<file path="config.mk">
export PLATFORM = sky130hd
export DESIGN_NAME = fifo_wptr_full_flat
export DESIGN_NICKNAME = d
export VERILOG_FILES = /design/src/rtl/fifo_wptr_full_if.sv /design/src/rtl/fifo_wptr_full.sv /design/src/flat_wrapper.sv
export SDC_FILE = /design/constraint.sdc
export NUM_CORES = 1
export LEC_CHECK = 0
export CORE_MARGIN = 2
export CORE_UTILIZATION = 46
export CTS_CLUSTER_SIZE = 8
export DETAILED_ROUTE_END_ITERATION = 10
export HOLD_SLACK_MARGIN = 0.03
export PLACE_DENSITY_LB_ADDON = 0.15
export SLEW_MARGIN = 20
export SYNTH_ARGS = -nofsm -noshare
export SYNTH_HDL_FRONTEND = slang
export SYNTH_SLANG_ARGS = --single-unit
export TNS_END_PERCENT = 5
</file>
<file path="constraint.sdc">
create_clock -name wclock -period 2.6 [get_ports wclock]
set_input_delay 0.39 -clock wclock [delete_from_list [all_inputs] [get_ports wclock]]
set_output_delay 0.39 -clock wclock [all_outputs]
set_load 0.05 [all_outputs]
</file>
<file path="src/rtl/fifo_wptr_full_if.sv">
// Write-side bundle of the async FIFO: producer request, the read domain's
// Gray pointer, and everything the write-pointer block drives back out.
interface fifo_wptr_full_if #(
    parameter int PTR_WIDTH = 3
);
    logic               w_en;
    logic [PTR_WIDTH:0] g_rptr;
    logic [PTR_WIDTH:0] bin_wptr;
    logic [PTR_WIDTH:0] g_wptr;
    logic               full;
    logic               almost_full;
    logic [PTR_WIDTH:0] wr_count;
    logic               overflow;

    // Producer / environment side
    modport master (
        output w_en, g_rptr,
        input  bin_wptr, g_wptr, full, almost_full, wr_count, overflow
    );

    // Write-pointer block side
    modport slave (
        input  w_en, g_rptr,
        output bin_wptr, g_wptr, full, almost_full, wr_count, overflow
    );
endinterface

</file>
<file path="src/rtl/fifo_wptr_full.sv">
// Write-domain pointer and flag generator for the dual-clock FIFO.
// Advances the binary/Gray write pointers, synchronises the Gray read
// pointer into wclock and registers full, almost_full, fill level and a
// sticky overflow error.
module fifo_wptr_full #(
    parameter int DEPTH     = 8,
    parameter int PTR_WIDTH = 3,
    parameter int AF_LEVEL  = 6
) (
    input  logic              wclock,
    input  logic              wrst_n,
    fifo_wptr_full_if.slave   bus
);
    localparam int PW = PTR_WIDTH + 1;

    // Keep the threshold inside its legal 1..DEPTH range.
    localparam int AF_CLAMP = (AF_LEVEL < 1) ? 1 :
                              (AF_LEVEL > DEPTH) ? DEPTH : AF_LEVEL;
    localparam logic [PW-1:0] AF_THRESH = PW'(AF_CLAMP);

    logic [PW-1:0] bin_wptr;
    logic [PW-1:0] g_wptr;
    logic [PW-1:0] wr_count;
    logic          full;
    logic          almost_full;
    logic          overflow;

    logic [PW-1:0] rq1;
    logic [PW-1:0] rq2;

    logic          wr_ok;
    logic [PW-1:0] bin_next;
    logic [PW-1:0] gray_next;
    logic [PW-1:0] rbin;
    logic [PW-1:0] full_match;
    logic [PW-1:0] count_next;

    // Next-pointer arithmetic, read-pointer decode and flag terms.
    always_comb begin
        // NOTE: every combinational output gets a default first, so no path
        // through the block can leave it unassigned and infer a latch.
        rbin = '0;

        wr_ok     = bus.w_en & ~full;
        bin_next  = bin_wptr + {{(PW-1){1'b0}}, wr_ok};
        gray_next = bin_next ^ (bin_next >> 1);

        // Gray to binary: each bit is the XOR of all Gray bits at or above it.
        for (int i = 0; i < PW; i++) begin
            rbin[i] = ^(rq2 >> i);
        end

        // Full when the write pointer sits exactly one lap ahead of the read
        // pointer: in Gray that means the top two bits inverted.
        full_match = {~rq2[PW-1:PW-2], rq2[PW-3:0]};
        count_next = bin_next - rbin;
    end

    // Two-flop synchroniser for the Gray read pointer.
    always_ff @(posedge wclock) begin
        // NOTE: reset is sampled on the clock edge only; wrst_n is not in the
        // sensitivity list, so a reset edge is an ordinary clocked update.
        if (!wrst_n) begin
            rq1 <= '0;
            rq2 <= '0;
        end else begin
            rq1 <= bus.g_rptr;
            rq2 <= rq1;
        end
    end

    // Write pointers: binary for the storage address, Gray for the read side.
    always_ff @(posedge wclock) begin
        if (!wrst_n) begin
            bin_wptr <= '0;
            g_wptr   <= '0;
        end else begin
            bin_wptr <= bin_next;
            g_wptr   <= gray_next;
        end
    end

    // Flags use the post-write pointer so they are already valid for the
    // next request; overflow latches until reset.
    always_ff @(posedge wclock) begin
        if (!wrst_n) begin
            full        <= 1'b0;
            almost_full <= 1'b0;
            wr_count    <= '0;
            overflow    <= 1'b0;
        end else begin
            full        <= (gray_next == full_match);
            almost_full <= (count_next >= AF_THRESH);
            wr_count    <= count_next;
            overflow    <= overflow | (bus.w_en & full);
        end
    end

    assign bus.bin_wptr    = bin_wptr;
    assign bus.g_wptr      = g_wptr;
    assign bus.full        = full;
    assign bus.almost_full = almost_full;
    assign bus.wr_count    = wr_count;
    assign bus.overflow    = overflow;
endmodule

</file>
<file path="src/flat_wrapper.sv">
// flat-port wrapper written by rule: the top's interface ports become plain ports
module fifo_wptr_full_flat 
#(
    parameter int DEPTH     = 8,
    parameter int PTR_WIDTH = 3,
    parameter int AF_LEVEL  = 6
)
  (wclock, wrst_n, bus_w_en, bus_g_rptr, bus_bin_wptr, bus_g_wptr, bus_full, bus_almost_full, bus_wr_count, bus_overflow);
  fifo_wptr_full_if #(.PTR_WIDTH(PTR_WIDTH)) bus_i ();
  input  logic wclock;
  input  logic wrst_n;
  input wire logic [$bits(bus_i.w_en)-1:0] bus_w_en;
  input wire logic [$bits(bus_i.g_rptr)-1:0] bus_g_rptr;
  output wire logic [$bits(bus_i.bin_wptr)-1:0] bus_bin_wptr;
  output wire logic [$bits(bus_i.g_wptr)-1:0] bus_g_wptr;
  output wire logic [$bits(bus_i.full)-1:0] bus_full;
  output wire logic [$bits(bus_i.almost_full)-1:0] bus_almost_full;
  output wire logic [$bits(bus_i.wr_count)-1:0] bus_wr_count;
  output wire logic [$bits(bus_i.overflow)-1:0] bus_overflow;
  assign bus_i.w_en = bus_w_en;
  assign bus_i.g_rptr = bus_g_rptr;
  assign bus_bin_wptr = bus_i.bin_wptr;
  assign bus_g_wptr = bus_i.g_wptr;
  assign bus_full = bus_i.full;
  assign bus_almost_full = bus_i.almost_full;
  assign bus_wr_count = bus_i.wr_count;
  assign bus_overflow = bus_i.overflow;
  fifo_wptr_full #(.DEPTH(DEPTH), .PTR_WIDTH(PTR_WIDTH), .AF_LEVEL(AF_LEVEL)) u_core (.wclock(wclock), .wrst_n(wrst_n), .bus(bus_i));
endmodule
</file>
==> impl_metrics.toml <==
[synthesis]
synth_seq_cells = 22
synthMostInstantiatedCell = "dfxtp_1"
syn_inst = 81
synth_area_leaders = "dfxtp_1 51%, xnor2_1 10%, and2_1 8.7%"
synth.avg_cell_area_um2 = 10.6
yosysSeqAreaShare = 0.512
synthesis.nets = 94
ys_types = 18
netlist_area_um2 = 861
synth_top_area_cell = "dfxtp_1"
ys.flop_type = "dfxtp_1"
synthArstFlopShare = 0
synthTopCellsByCount = "22 x dfxtp_1, 12 x and2_1, 10 x xnor2_1"
synth_edf_count = 0
synth_top_area_frac = 0.512
ys_warn_count = 0

[placement]
port_buffers = 21
globalplace.congestion = 0.825
dp_hpwl_um = 1140
dp_worst_setup_slack_ns = -0.0809

[die]
core_area_mm2 = 0.00175
rows = 15
io_pins = 22
fp.dieW_um = 47.3
start_util = 0.493
die_y_um = 47.3
die_area_mm2 = 0.00223

[global_route]
grt_max_degree = 16
grt.overflow.total = 0
grt_pass1_vias = 546
grt_util_all_layers = 0.152
grt_pass1_wl_um = 2330
grt_antenna_before_repair = 0

[clocking]
postCtsHoldBufs = 0
clk_latency_ns = 0.29
cts_buffers = 3
cts.sinks = 22
cts-htree-levels = 1
cts_tree = "done"
clk_pin_slew_ns = 0.10
clockBufferDepth = 2
cts_resized = 0
cts_setup_buffers = 0
root_buffer = "clkbuf_4"

[timing]
tightest_slew_ns = 0.523
fin_skew_ns = 0.00433
finalCritPeriodShare = 0.935
layout_min_cycle_time_ns = 2.43
fmax_mhz = 411
maxSlewHeadroom = 0.650
rsz0062_at_grt = "no"
setup_violations = 0
drv_slew = 0
final_hold_viol_count = 0
setup_ws_ns = 0.169

[critical_path]
cpMaxStageDelayCell = "clkdlybuf4s50_1"
crit_path_max_fanout = 3
worst-path-buf-inv = 1
path_cells = "clkdlybuf4s50_1 > nor2b_1 > ha_1 > ha_1 > xor2_1 > ha_1 > a21oi_1 > o21ai_0 > xor2_1 > a22o_1"
crit_top_cell = "ha_1"
worstPathRequired_ns = 2.78
critPathKind = "in -> reg"
crit_family = "adder cells"
slowest_delay_ns = 0.47
cp-end-kind = "register"
crit_arrival_ns = 2.61
start_kind = "input pin"

[pwr]
cellLeakagePower_nw = 0.482
power_density_mw_per_mm2 = 683
ir_drop_mv = 0.425
p_total_uw = 782

[final_layout]
multi_input_area_um2 = 390
area_delta_synth_final_pct = 32.8
drive_gt1_frac = 0.0748
final_nets = 122
nFillCells = 151
diodes = 0
seq_area_um2 = 440

[route]
routed_wl_um = 1390
dr.pass1.iters = 3
drt_iter0_drc = 3
dr_total_vias = 577
wire_per_inst_um = 10.5
viasPerCell = 4.37
drc = 0
drtAntennaViolNets = 0

[status]
outcome = "completed"

[min_path]
hold_class = "reg -> reg"

[flow_run]
cap_violations = 0
==> kinds of logic after synthesis <==
group,share of synthesized area
DFF,0.512
buffers and inverters,0.0349
AOI/OAI and AO/OA,0.0363
adders and majority gates,0.0959
and+or+nand+nor,0.158
xor gates and xnor gates,0.163
==> cell type report <==
type / instances / area share
multi-input cells: 52 / 0.341
well taps: 25 / 0.0274
inverters: 5 / 0.0164
repair buffers: 25 / 0.210
flip-flops and latches: 22 / 0.385
clock buffers: 3 / 0.0197
==> metrics by stage <==
stage | util | TNS [ns] | instance area (um2) | hold WS (ns) | std cells
floorplan | - | 0 | 861 | 0.412 | 81
global placement | 0.642 | 0 | 1120 | 0.415 | 129
detailed placement | 0.642 | -0.130 | 1120 | 0.422 | 129
CTS | 0.655 | 0 | 1140 | 0.446 | 132
global route | 0.655 | 0 | 1140 | 0.461 | 132
finish | 0.655 | 0 | 1140 | 0.439 | 132
==> sequential cells by signal, summed over array words and instances, names as in the netlist <==
signal and count:
u_core.bus.wr_count 4, u_core.bus.overflow 1, u_core.bus.full 1, u_core.bus.bin_wptr 3
u_core.bus.almost_full 1, u_core.bus.g_wptr 4, u_core.rq1 4, u_core.rq2 4
==> worst reg2reg max path, stage by stage (launching register included) <==
cell	delay, ns
dfxtp_1	0.34
xnor2_1	0.27
xor2_1	0.30
xnor2_1	0.13
ha_1	0.22
fa_1	0.38
xor2_1	0.15
nor2_1	0.08
a22o_1	0.24
==> cells in the final DEF (no fill, tap or decap), drive strengths merged <==
cell	Yosys	layout
xnor2	10	10
nor2b	1	1
nor2	8	8
o21ai	1	1
ha	5	5
xor2	6	6
a21oi	2	2
nand2	2	2
clkdlybuf4s50	0	21
a21boi	1	1
and2	12	12
clkbuf	1	3
nand3	1	1
buf	1	4
nor4	1	1
fa	1	1
a22o	1	1
inv	5	5
dfxtp	22	22
==> metal layers <==
layer,track usage,vias to the layer above,part of all wire
met3,0.0500,2,0.050
li1,-,303,-
met1,0.181,258,0.44
met4,0.0500,0,0.0065
met2,0.257,14,0.50
met5,0,-,0
==> power breakdown <==
part	switching [mW]	leakage, nW	internal, mW
Clock	0.0851	0.0138	0.0538
Combinational	0.162	0.287	0.101
Sequential	0.0111	0.181	0.368
==> path summary, 6_finish.rpt <==
path / from / to / slack (ns) / cells past startpoint
setup / recovery: bus_w_en / u_core.bus.almost_full / 0.17 / 10
hold reg to reg: u_core.rq1[1] / u_core.rq2[1] / 0.44 / 1
hold / removal: u_core.rq1[1] / u_core.rq2[1] / 0.44 / 1
setup reg to reg: u_core.rq2[3] / u_core.bus.almost_full / 0.38 / 8
Note: power is estimated with default switching activity, not from simulation.
